`src/rtl/auto_contrast_ctrl.sv`:
```
// auto_contrast_ctrl
// Closed-loop controller for the pixel contrast stage. It measures the luma
// spread (max - min) of every evaluated frame, emits one frame_en pulse per
// frame from the falling edge of vsync_n, and issues single-step inc/dec
// requests that steer the spread toward TARGET_SPREAD. A shadow copy of the
// contrast level (0..15) keeps it from requesting a step the stage cannot take.
module auto_contrast_ctrl #(
    parameter int TARGET_SPREAD = 160,
    parameter int HYST          = 16,
    parameter int SETTLE_FRAMES = 2
) (
    input  logic       clk,
    input  logic       rst,
    input  logic       enable,
    input  logic       vsync_n,
    input  logic       de,
    input  logic [7:0] R,
    input  logic [7:0] G,
    input  logic [7:0] B,
    output logic       frame_en,
    output logic       inc,
    output logic       dec,
    output logic [3:0] level_shadow,
    output logic [7:0] spread
);

    // ------------------------------------------------------------------
    // Constants
    // ------------------------------------------------------------------
    // Thresholds are kept signed and one bit wider than the spread so a
    // target band that falls outside 0..255 simply never triggers.
    localparam logic signed [9:0] LO_THR      = 10'(TARGET_SPREAD - HYST);
    localparam logic signed [9:0] HI_THR      = 10'(TARGET_SPREAD + HYST);
    localparam logic [3:0]        SETTLE_INIT = 4'(SETTLE_FRAMES);
    localparam logic [3:0]        LEVEL_RST   = 4'd8;
    localparam logic [3:0]        LEVEL_MAX   = 4'd15;
    localparam logic [3:0]        LEVEL_MIN   = 4'd0;
    localparam logic [7:0]        MIN_INIT    = 8'hFF;
    localparam logic [7:0]        MAX_INIT    = 8'h00;

    typedef enum logic [2:0] {
        ST_IDLE,    // disabled: no requests, statistics held cleared
        ST_SETTLE,  // discarding frames while the picture settles
        ST_ACCUM,   // collecting min/max luma of the current frame
        ST_EVAL,    // frame_en cycle that closes a measured frame
        ST_HOLD     // inc/dec held until the contrast stage consumes it
    } state_t;

    // ------------------------------------------------------------------
    // State
    // ------------------------------------------------------------------
    state_t     state_q,    state_d;
    logic [3:0] settle_q,   settle_d;
    logic       inc_q,      inc_d;
    logic       dec_q,      dec_d;
    logic [3:0] level_q,    level_d;
    logic [7:0] spread_q,   spread_d;
    logic [7:0] min_q,      min_d;
    logic [7:0] max_q,      max_d;
    logic       seen_q,     seen_d;
    logic       vs_q;
    logic       frame_en_q;

    // ------------------------------------------------------------------
    // Combinational helpers
    // ------------------------------------------------------------------
    logic              fe;
    logic [9:0]        luma_sum;
    logic [7:0]        luma;
    logic [7:0]        spread_w;
    logic signed [9:0] spread_s;
    logic              too_flat;
    logic              too_wide;
    logic              can_inc;
    logic              can_dec;

    // Frame edge: vsync_n was high last cycle and is low now.
    assign fe = vs_q & ~vsync_n;

    // Y = (R + 2G + B) >> 2 with a 10-bit sum; the low two bits are dropped.
    assign luma_sum = {2'b00, R} + {1'b0, G, 1'b0} + {2'b00, B};
    assign luma     = 8'(luma_sum >> 2);

    // A frame with no active pixels reports zero spread.
    assign spread_w = seen_q ? (max_q - min_q) : 8'd0;
    assign spread_s = $signed({2'b00, spread_w});

    assign too_flat = (spread_s < LO_THR);
    assign too_wide = (spread_s > HI_THR);
    assign can_inc  = (level_q != LEVEL_MAX);
    assign can_dec  = (level_q != LEVEL_MIN);

    // ------------------------------------------------------------------
    // Sequential logic
    // ------------------------------------------------------------------
    // State register; vsync sampling and frame_en run in every state.
    always_ff @(posedge clk) begin
        if (rst) begin
            state_q    <= ST_IDLE;
            settle_q   <= 4'd0;
            inc_q      <= 1'b0;
            dec_q      <= 1'b0;
            level_q    <= LEVEL_RST;
            spread_q   <= 8'd0;
            min_q      <= MIN_INIT;
            max_q      <= MAX_INIT;
            seen_q     <= 1'b0;
            vs_q       <= 1'b1;
            frame_en_q <= 1'b0;
        end else begin
            state_q    <= state_d;
            settle_q   <= settle_d;
            inc_q      <= inc_d;
            dec_q      <= dec_d;
            level_q    <= level_d;
            spread_q   <= spread_d;
            min_q      <= min_d;
            max_q      <= max_d;
            seen_q     <= seen_d;
            vs_q       <= vsync_n;
            frame_en_q <= fe;
        end
    end

    // ------------------------------------------------------------------
    // Next-state logic
    // ------------------------------------------------------------------
    // Controller FSM: measurement, decision, request hold and settling.
    always_comb begin
        state_d  = state_q;
        settle_d = settle_q;
        inc_d    = inc_q;
        dec_d    = dec_q;
        level_d  = level_q;
        spread_d = spread_q;
        min_d    = min_q;
        max_d    = max_q;
        seen_d   = seen_q;

        if (!enable) begin
            // Dropping enable abandons any pending request but leaves the
            // shadow level alone: the stage has not applied the step yet.
            state_d = ST_IDLE;
            inc_d   = 1'b0;
            dec_d   = 1'b0;
            min_d   = MIN_INIT;
            max_d   = MAX_INIT;
            seen_d  = 1'b0;
        end else begin
            unique case (state_q)
                ST_IDLE: begin
                    // The frame in progress is partial, so skip to its end.
                    inc_d    = 1'b0;
                    dec_d    = 1'b0;
                    min_d    = MIN_INIT;
                    max_d    = MAX_INIT;
                    seen_d   = 1'b0;
                    settle_d = 4'd0;
                    state_d  = ST_SETTLE;
                end

                ST_SETTLE: begin
                    if (fe) begin
                        if (settle_q == 4'd0) begin
                            min_d   = MIN_INIT;
                            max_d   = MAX_INIT;
                            seen_d  = 1'b0;
                            state_d = ST_ACCUM;
                        end else begin
                            settle_d = settle_q - 4'd1;
                        end
                    end
                end

                ST_ACCUM: begin
                    if (de) begin
                        if (luma < min_q) begin
                            min_d = luma;
                        end
                        if (luma > max_q) begin
                            max_d = luma;
                        end
                        seen_d = 1'b1;
                    end
                    if (fe) begin
                        state_d = ST_EVAL;
                    end
                end

                ST_EVAL: begin
                    spread_d = spread_w;
                    min_d    = MIN_INIT;
                    max_d    = MAX_INIT;
                    seen_d   = 1'b0;
                    if (!seen_q) begin
                        state_d = ST_ACCUM;
                    end else if (too_flat && can_inc) begin
                        inc_d   = 1'b1;
                        state_d = ST_HOLD;
                    end else if (too_wide && can_dec) begin
                        dec_d   = 1'b1;
                        state_d = ST_HOLD;
                    end else begin
                        state_d = ST_ACCUM;
                    end
                end

                ST_HOLD: begin
                    // The contrast stage acts on the request in the frame_en
                    // cycle, so the shadow level follows in the same cycle.
                    if (frame_en_q) begin
                        if (inc_q) begin
                            level_d = level_q + 4'd1;
                        end else if (dec_q) begin
                            level_d = level_q - 4'd1;
                        end
                        inc_d    = 1'b0;
                        dec_d    = 1'b0;
                        settle_d = SETTLE_INIT;
                        state_d  = ST_SETTLE;
                    end
                end

                default: begin
                    state_d = ST_IDLE;
                end
            endcase
        end
    end

    // ------------------------------------------------------------------
    // Outputs
    // ------------------------------------------------------------------
    assign frame_en     = frame_en_q;
    assign inc          = inc_q;
    assign dec          = dec_q;
    assign level_shadow = level_q;
    assign spread       = spread_q;

endmodule

```
`config.mk`:
```
export PLATFORM = sky130hd
export DESIGN_NAME = auto_contrast_ctrl
export DESIGN_NICKNAME = d
export VERILOG_FILES = /design/src/rtl/auto_contrast_ctrl.sv
export SDC_FILE = /design/constraint.sdc
export NUM_CORES = 1
export LEC_CHECK = 0
export ABC_AREA = 1
export CAP_MARGIN = 15
export CORE_UTILIZATION = 40
export DETAILED_ROUTE_END_ITERATION = 8
export PLACE_DENSITY = 0.59
export SLEW_MARGIN = 20
export SYNTH_ARGS = -nofsm -noshare
export SYNTH_HDL_FRONTEND = slang
export SYNTH_SLANG_ARGS = --single-unit
```
`constraint.sdc`:
```
create_clock -name clk -period 3.65 [get_ports clk]
set_input_delay 0.365 -clock clk [delete_from_list [all_inputs] [get_ports clk]]
set_output_delay 0.365 -clock clk [all_outputs]
set_load 0.02 [all_outputs]
```
* Yosys cells after proc, flatten, opt, wreduce, memory -nomap -nowiden
Cells that the tools add are included.
** Word-level totals
- Flip-flop bits (word level) :: 40
- Latch bits :: 0
- Memory bits (writable) :: 0
- Bits in read-only memories :: 0
- Bits of input ports :: 29
- Output and inout port bits :: 15
- Logic and storage cells :: 98
- Memories kept :: 0
** Cells by class
- Add/sub/neg operators :: 6
- $mul :: 0
- Div/mod/pow operators :: 0
- $lt $le $gt $ge :: 4
- Equal/unequal tests :: 17
- Shift-type cells :: 0
- Mux-type cells :: 37
- Bitwise logic cells :: 3
- Reduce and logical (&&, ||, !) cells :: 20
** Operator list (count)
- two-way mux 8 bit :: 9
- case mux 8 bit (3 select lines) :: 2
- inequality test 2 bit (second input constant) :: 12
- two-way mux 3 bit :: 7
- two-way mux 4 bit :: 5
- AND reduction 5 bit :: 4
- AND reduction 4 bit :: 4
- case mux 3 bit (5 select lines) :: 1
- case mux 4 bit (3 select lines) :: 1
- adder 10 x 8 -> 10 bit :: 1
- adder 8 x 9 -> 10 bit :: 1
- two-way mux 1 bit :: 9
- case mux 1 bit (3 select lines) :: 3
- nonzero test 3 bit :: 3
- > comparator 8 bit :: 1
- > comparator 8 bit (second input constant) :: 1
- < comparator 8 bit :: 1
- < comparator 8 bit (second input constant) :: 1
- subtractor 4 x 1 -> 4 bit (second input constant) :: 2
- subtractor 8 bit :: 1
- == test 3 x 2 -> 1 bit (second input constant) :: 2
- adder 4 x 1 -> 4 bit (second input constant) :: 1
- zero test 4 bit :: 1
- inequality test 4 bit (second input constant) :: 1
- other kinds (10) :: 13

* Logic depth before layout (Yosys ltp)
- Depth after elaboration :: 8
- Mapped depth :: 20
- Depth with buffers taken out :: 20

* Worst setup path before layout
No wires, ideal clock.
- Path type :: in2reg
- Start point :: in B[1]
- End point :: reg min_q[7]
- Library setup time :: 0.117 ns
- Data arrival time :: 3.054 ns
- Data required time :: 3.533 ns
- Path slack :: 0.480 ns
- Stages :: 18
- Buffers on the path :: 1
- Cell sequence :: inv_1 > fa_1 > nand3b_1 > fa_1 > o21ai_1 > a21oi_1 > nor2_1 > nor2_1 > xor2_1 > inv_1 > ha_1 > a21oi_1 > o211ai_1 > a21o_1 > buf_2 > inv_2 > o21ai_0 > nand2_1
** Between the ends
- Word-level cells in the longest chain between the ends :: 4
- Elaborated cells between the ends (all ways) :: 7
- Those cells by class :: 1 x add/sub; 1 x order compare; 1 x eq/ne; 3 x mux; 1 x reduce/logical
** RTL lines
- start: declaration :: RTL line 19 : input logic [7:0] B,
- adder 10 x 8 -> 10 bit (*) :: RTL line 81 : assign luma_sum = {2'b00, R} + {1'b0, G, 1'b0} + {2'b00, B};
- < comparator 8 bit / two-way mux 8 bit (equally long branches) :: RTL line 177 : if (luma < min_q) begin
- inequality test 2 bit (no line) / two-way mux 8 bit (equally long branches)
- AND reduction 5 bit (no line) / case mux 8 bit (3 select lines) (equally long branches)
- end signal: assignment :: RTL line 117 : min_q <= min_d;
- end: declaration :: RTL line 58 : logic [7:0] min_q, min_d;
Every way passes the cells marked *; elsewhere a longest branch is shown, timed or not. The select of a mux whose other input is x is not followed.
A chain may end at the register's enable or synchronous reset.

* Worst setup path in the final report
- Start point :: in B[3]
- End point :: reg max_q[2]
** Between the ends
- Word-level cells in the longest chain between the ends :: 4
- Elaborated cells between the ends (all ways) :: 7
- Those cells by class :: 1 x add/sub; 1 x order compare; 1 x eq/ne; 3 x mux; 1 x reduce/logical
** RTL lines
- adder 10 x 8 -> 10 bit (*) :: RTL line 81
- > comparator 8 bit / two-way mux 8 bit (equally long branches) :: RTL line 180 : if (luma > max_q) begin
- inequality test 2 bit (no line) / two-way mux 8 bit (equally long branches)
- AND reduction 5 bit (no line) / case mux 8 bit (3 select lines) (equally long branches)
- end signal: assignment :: RTL line 118 : max_q <= max_d;
- end: declaration :: RTL line 59 : logic [7:0] max_q, max_d;
Marks and branches as above.

==> run metrics <==
crit path max fanout=8; r2r endpoint=state_q[1]; clk buf depth=2; Worst Clk Skew=around 0.0070 ns; Peak VDD IR=182 uV; WL/cell=approximately 12 um; vias in the first global route=2720; RSZ-0062 raised after global routing=false; Hold Path Sink=min_q[4]; HP Start=min_q[4]; DRC viols=0; met2 usage in global routing=34.0%; Detailed Place HPWL=between 5000 and 6000 um; R2R setup slack=1.38 ns; Layout Nets=575; largest net degree at the start of global routing=21; total track usage=a little under a fifth; Final Util=54.0%; P_leak=~1.8 nW; status=complete, no violations; H-tree lvl count=2; Die W=89.4 um; initial antenna violation count=0; R2R depth=16; worst endpoint required time=roughly 3.9 ns; grt met3 use=2.95%; count of final hold-check violations=0; Synth Register Bits=40; setup_tns=0 ns; Worst Setup Start Kind=input port; Placed Cells=590; gpl congestion=roughly 0.8; FILL cells=719; Hold Path Depth=2; first-pass GRT wire length=~12000 um; DRT iter0 DRCs=87; DRT Pass-1 Iters=4; minimum clock period=between 3 and 4 ns; via count=2966; # diodes=0; GRT Max-Usage Layer=met2; clk slew on worst S/H paths=0.08 ns; total CTS buffers=5; crit path kind=in -> reg; total I/O pin count=44; Post-Syn Area per Cell=7.06 sq um; Peak Freq=287 MHz; ys async rst share=0%; Mapped Cells=433; max_slew headroom=50.9%; Top FF cell, synth=dfxtp_1; Non-Filler Instances=603; TritonCTS clock tree=done; Syn. warnings=0; Antenna Nets Post-Route=0; Max-Cap Viols=0; Overflow after GRT=0; Via density=4.92; Port Buffers=43; later-pin clock latency in the skew report=0.29 ns; post-synthesis cell type count=36; Slew Viols, Final=0; pwr/cell area=361 nW/um^2; Routed WL=7130 um; die height=89.4 um; FF-to-FF Start=min_q[0]; clock sink count=40; post-synthesis instance area=3060 sq um; M1 GR Usage=23.4%; Area Overhead vs Synth=29.5%; Final Setup Violations=0; worst hold path type=reg -> reg; WP data arrival=approximately 3.7 ns; layout cells sized above 1=~14%; starting density of the core=between 40% and 50%; core area=7330 sq um; Die Area=about 8000 sq um; sequential share of the synthesized area=about a quarter; clk root buf=clkbuf_8; Row Count=31; EDFF count, synth=0; worst slew pin tran=0.733 ns; fin crit share=between 90% and 100%; Crit. End Element=flip-flop; Mapped Nets=504
[cell usage in the layout (no fill, tap or decap), types with 5 or more instances in the layout]
cell type / Yosys / routed
xor2_1: 6 / 6
nand2_2: 1 / 6
nand2_1: 82 / 78
clkdlybuf4s50_1: 0 / 40
dfxtp_1: 40 / 40
buf_4: 1 / 27
inv_2: 4 / 7
fa_1: 10 / 9
nor2_1: 29 / 28
nand4_1: 6 / 6
a21oi_1: 55 / 51
clkbuf_8: 0 / 5
ha_1: 32 / 30
nor3_1: 8 / 7
inv_1: 74 / 71
nand3_1: 26 / 25
o21ai_0: 24 / 24
[cell families (layout without fill, tap and decap cells)]
kind of cell,after synthesis,after routing,share of synthesized area (%)
buffers and inverters,86,156,10.9
flip-flops,40,40,26.2
XOR/XNOR,8,8,2.29
AO/OA/AOI/OAI,91,91,16.0
AND/OR/NAND/NOR,166,167,24.9
adder cells (fa/ha/maj),42,42,19.7
[where the power goes]
group / total (mW) / switching (mW) / internal [mW]
Clock: 0.294 / 0.164 / 0.130
Sequential: 0.469 / 0.0155 / 0.454
Combinational: 0.664 / 0.354 / 0.310
Total: 1.43 / 0.534 / 0.893
[cell usage after synthesis, types with 2 or more instances]
master,number,area share [%]
ha_1,32,13
o21ai_2,2,0.57
nor2_1,29,3.6
fa_1,10,6.6
o211ai_1,2,0.49
a21oi_1,55,9.0
nor3_4,2,1.1
inv_1,74,9.1
xor2_1,6,1.7
nand3_1,26,4.3
nor3_1,8,1.3
clkbuf_1,3,0.37
a211oi_1,3,0.74
o21ai_0,24,3.9
and3_1,2,0.41
xnor2_1,2,0.57
dfxtp_1,40,26
inv_2,4,0.49
nand3b_1,4,0.98
nand4_1,6,1.2
nor2_2,2,0.41
nand2_1,82,10
buf_2,2,0.33
[through the flow]
stage | total power, mW | setup slack (ns) | hold WS, ns | area (sq um)
floorplan | 0.838 | 0.480 | 0.433 | 3060
global placement | 1.06 | -0.379 | 0.446 | 3740
detailed placement | 1.07 | -0.395 | 0.449 | 3740
CTS | 1.37 | 0.0343 | 0.468 | 3830
global route | 1.54 | 0.00573 | 0.495 | 3960
finish | 1.43 | 0.161 | 0.466 | 3960
[layout make-up]
class | count | area, sq um | share of cell area (%)
Tap cell | 99 | 124 | 3.13
Inverter | 79 | 304 | 7.68
Clock inverter | 2 | 12.5 | 0.316
Clock buffer | 5 | 68.8 | 1.74
Timing Repair Buffer | 70 | 641 | 16.2
Sequential cell | 40 | 801 | 20.2
Multi-Input combinational cell | 308 | 2010 | 50.7
[worst max-delay path, cell delays in order]
cell and delay (ns):
clkdlybuf4s50_1 0.43, fa_1 0.48, ha_1 0.37, a21oi_2 0.17, o21ai_2 0.09, nand2_1 0.08
o311ai_2 0.11, xor2_1 0.16, buf_4 0.16, ha_1 0.27, nand2_1 0.06, inv_1 0.10
nand3_4 0.10, nor3_4 0.23, nor2_2 0.05, nand2_2 0.10, nand2_4 0.10, inv_8 0.09
nand2_1 0.05, a21oi_1 0.13
[worst max-delay path by stage]
stage / from / to / slack [ns]
final: B[3] / max_q[2] / 0.16
after global routing: B[3] / max_q[6] / 0.006
after CTS: B[1] / max_q[6] / 0.03
after detailed placement: B[1] / max_q[6] / -0.40
after global placement: B[1] / max_q[1] / -0.38
after floorplan: B[1] / min_q[7] / 0.48
[layer usage]
metal / up-vias / wire length (um)
li1: 1559 / -
met1: 1342 / 3300
met2: 55 / 3470
met3: 10 / 252
met4: 0 / 114
met5: - / 0
[sequential cells by signal, summed over array words and instances, names as in the netlist]
signal / flops
frame_en: 1
inc: 1
level_shadow: 4
state_q: 3
max_q: 8
dec: 1
seen_q: 1
settle_q: 4
spread: 8
min_q: 8
vs_q: 1
[repair_timing]
action | in CTS | in global routing
setup buffers | 0 | 5
cloned | 0 | 1
pin swaps | 0 | 18
endpoints found under the hold margin | 0 | 0
resized for setup | 2 | 23
endpoints found under the setup margin | 8 | 16
hold buffers | 0 | 0
(Power assumes the default switching activity.)
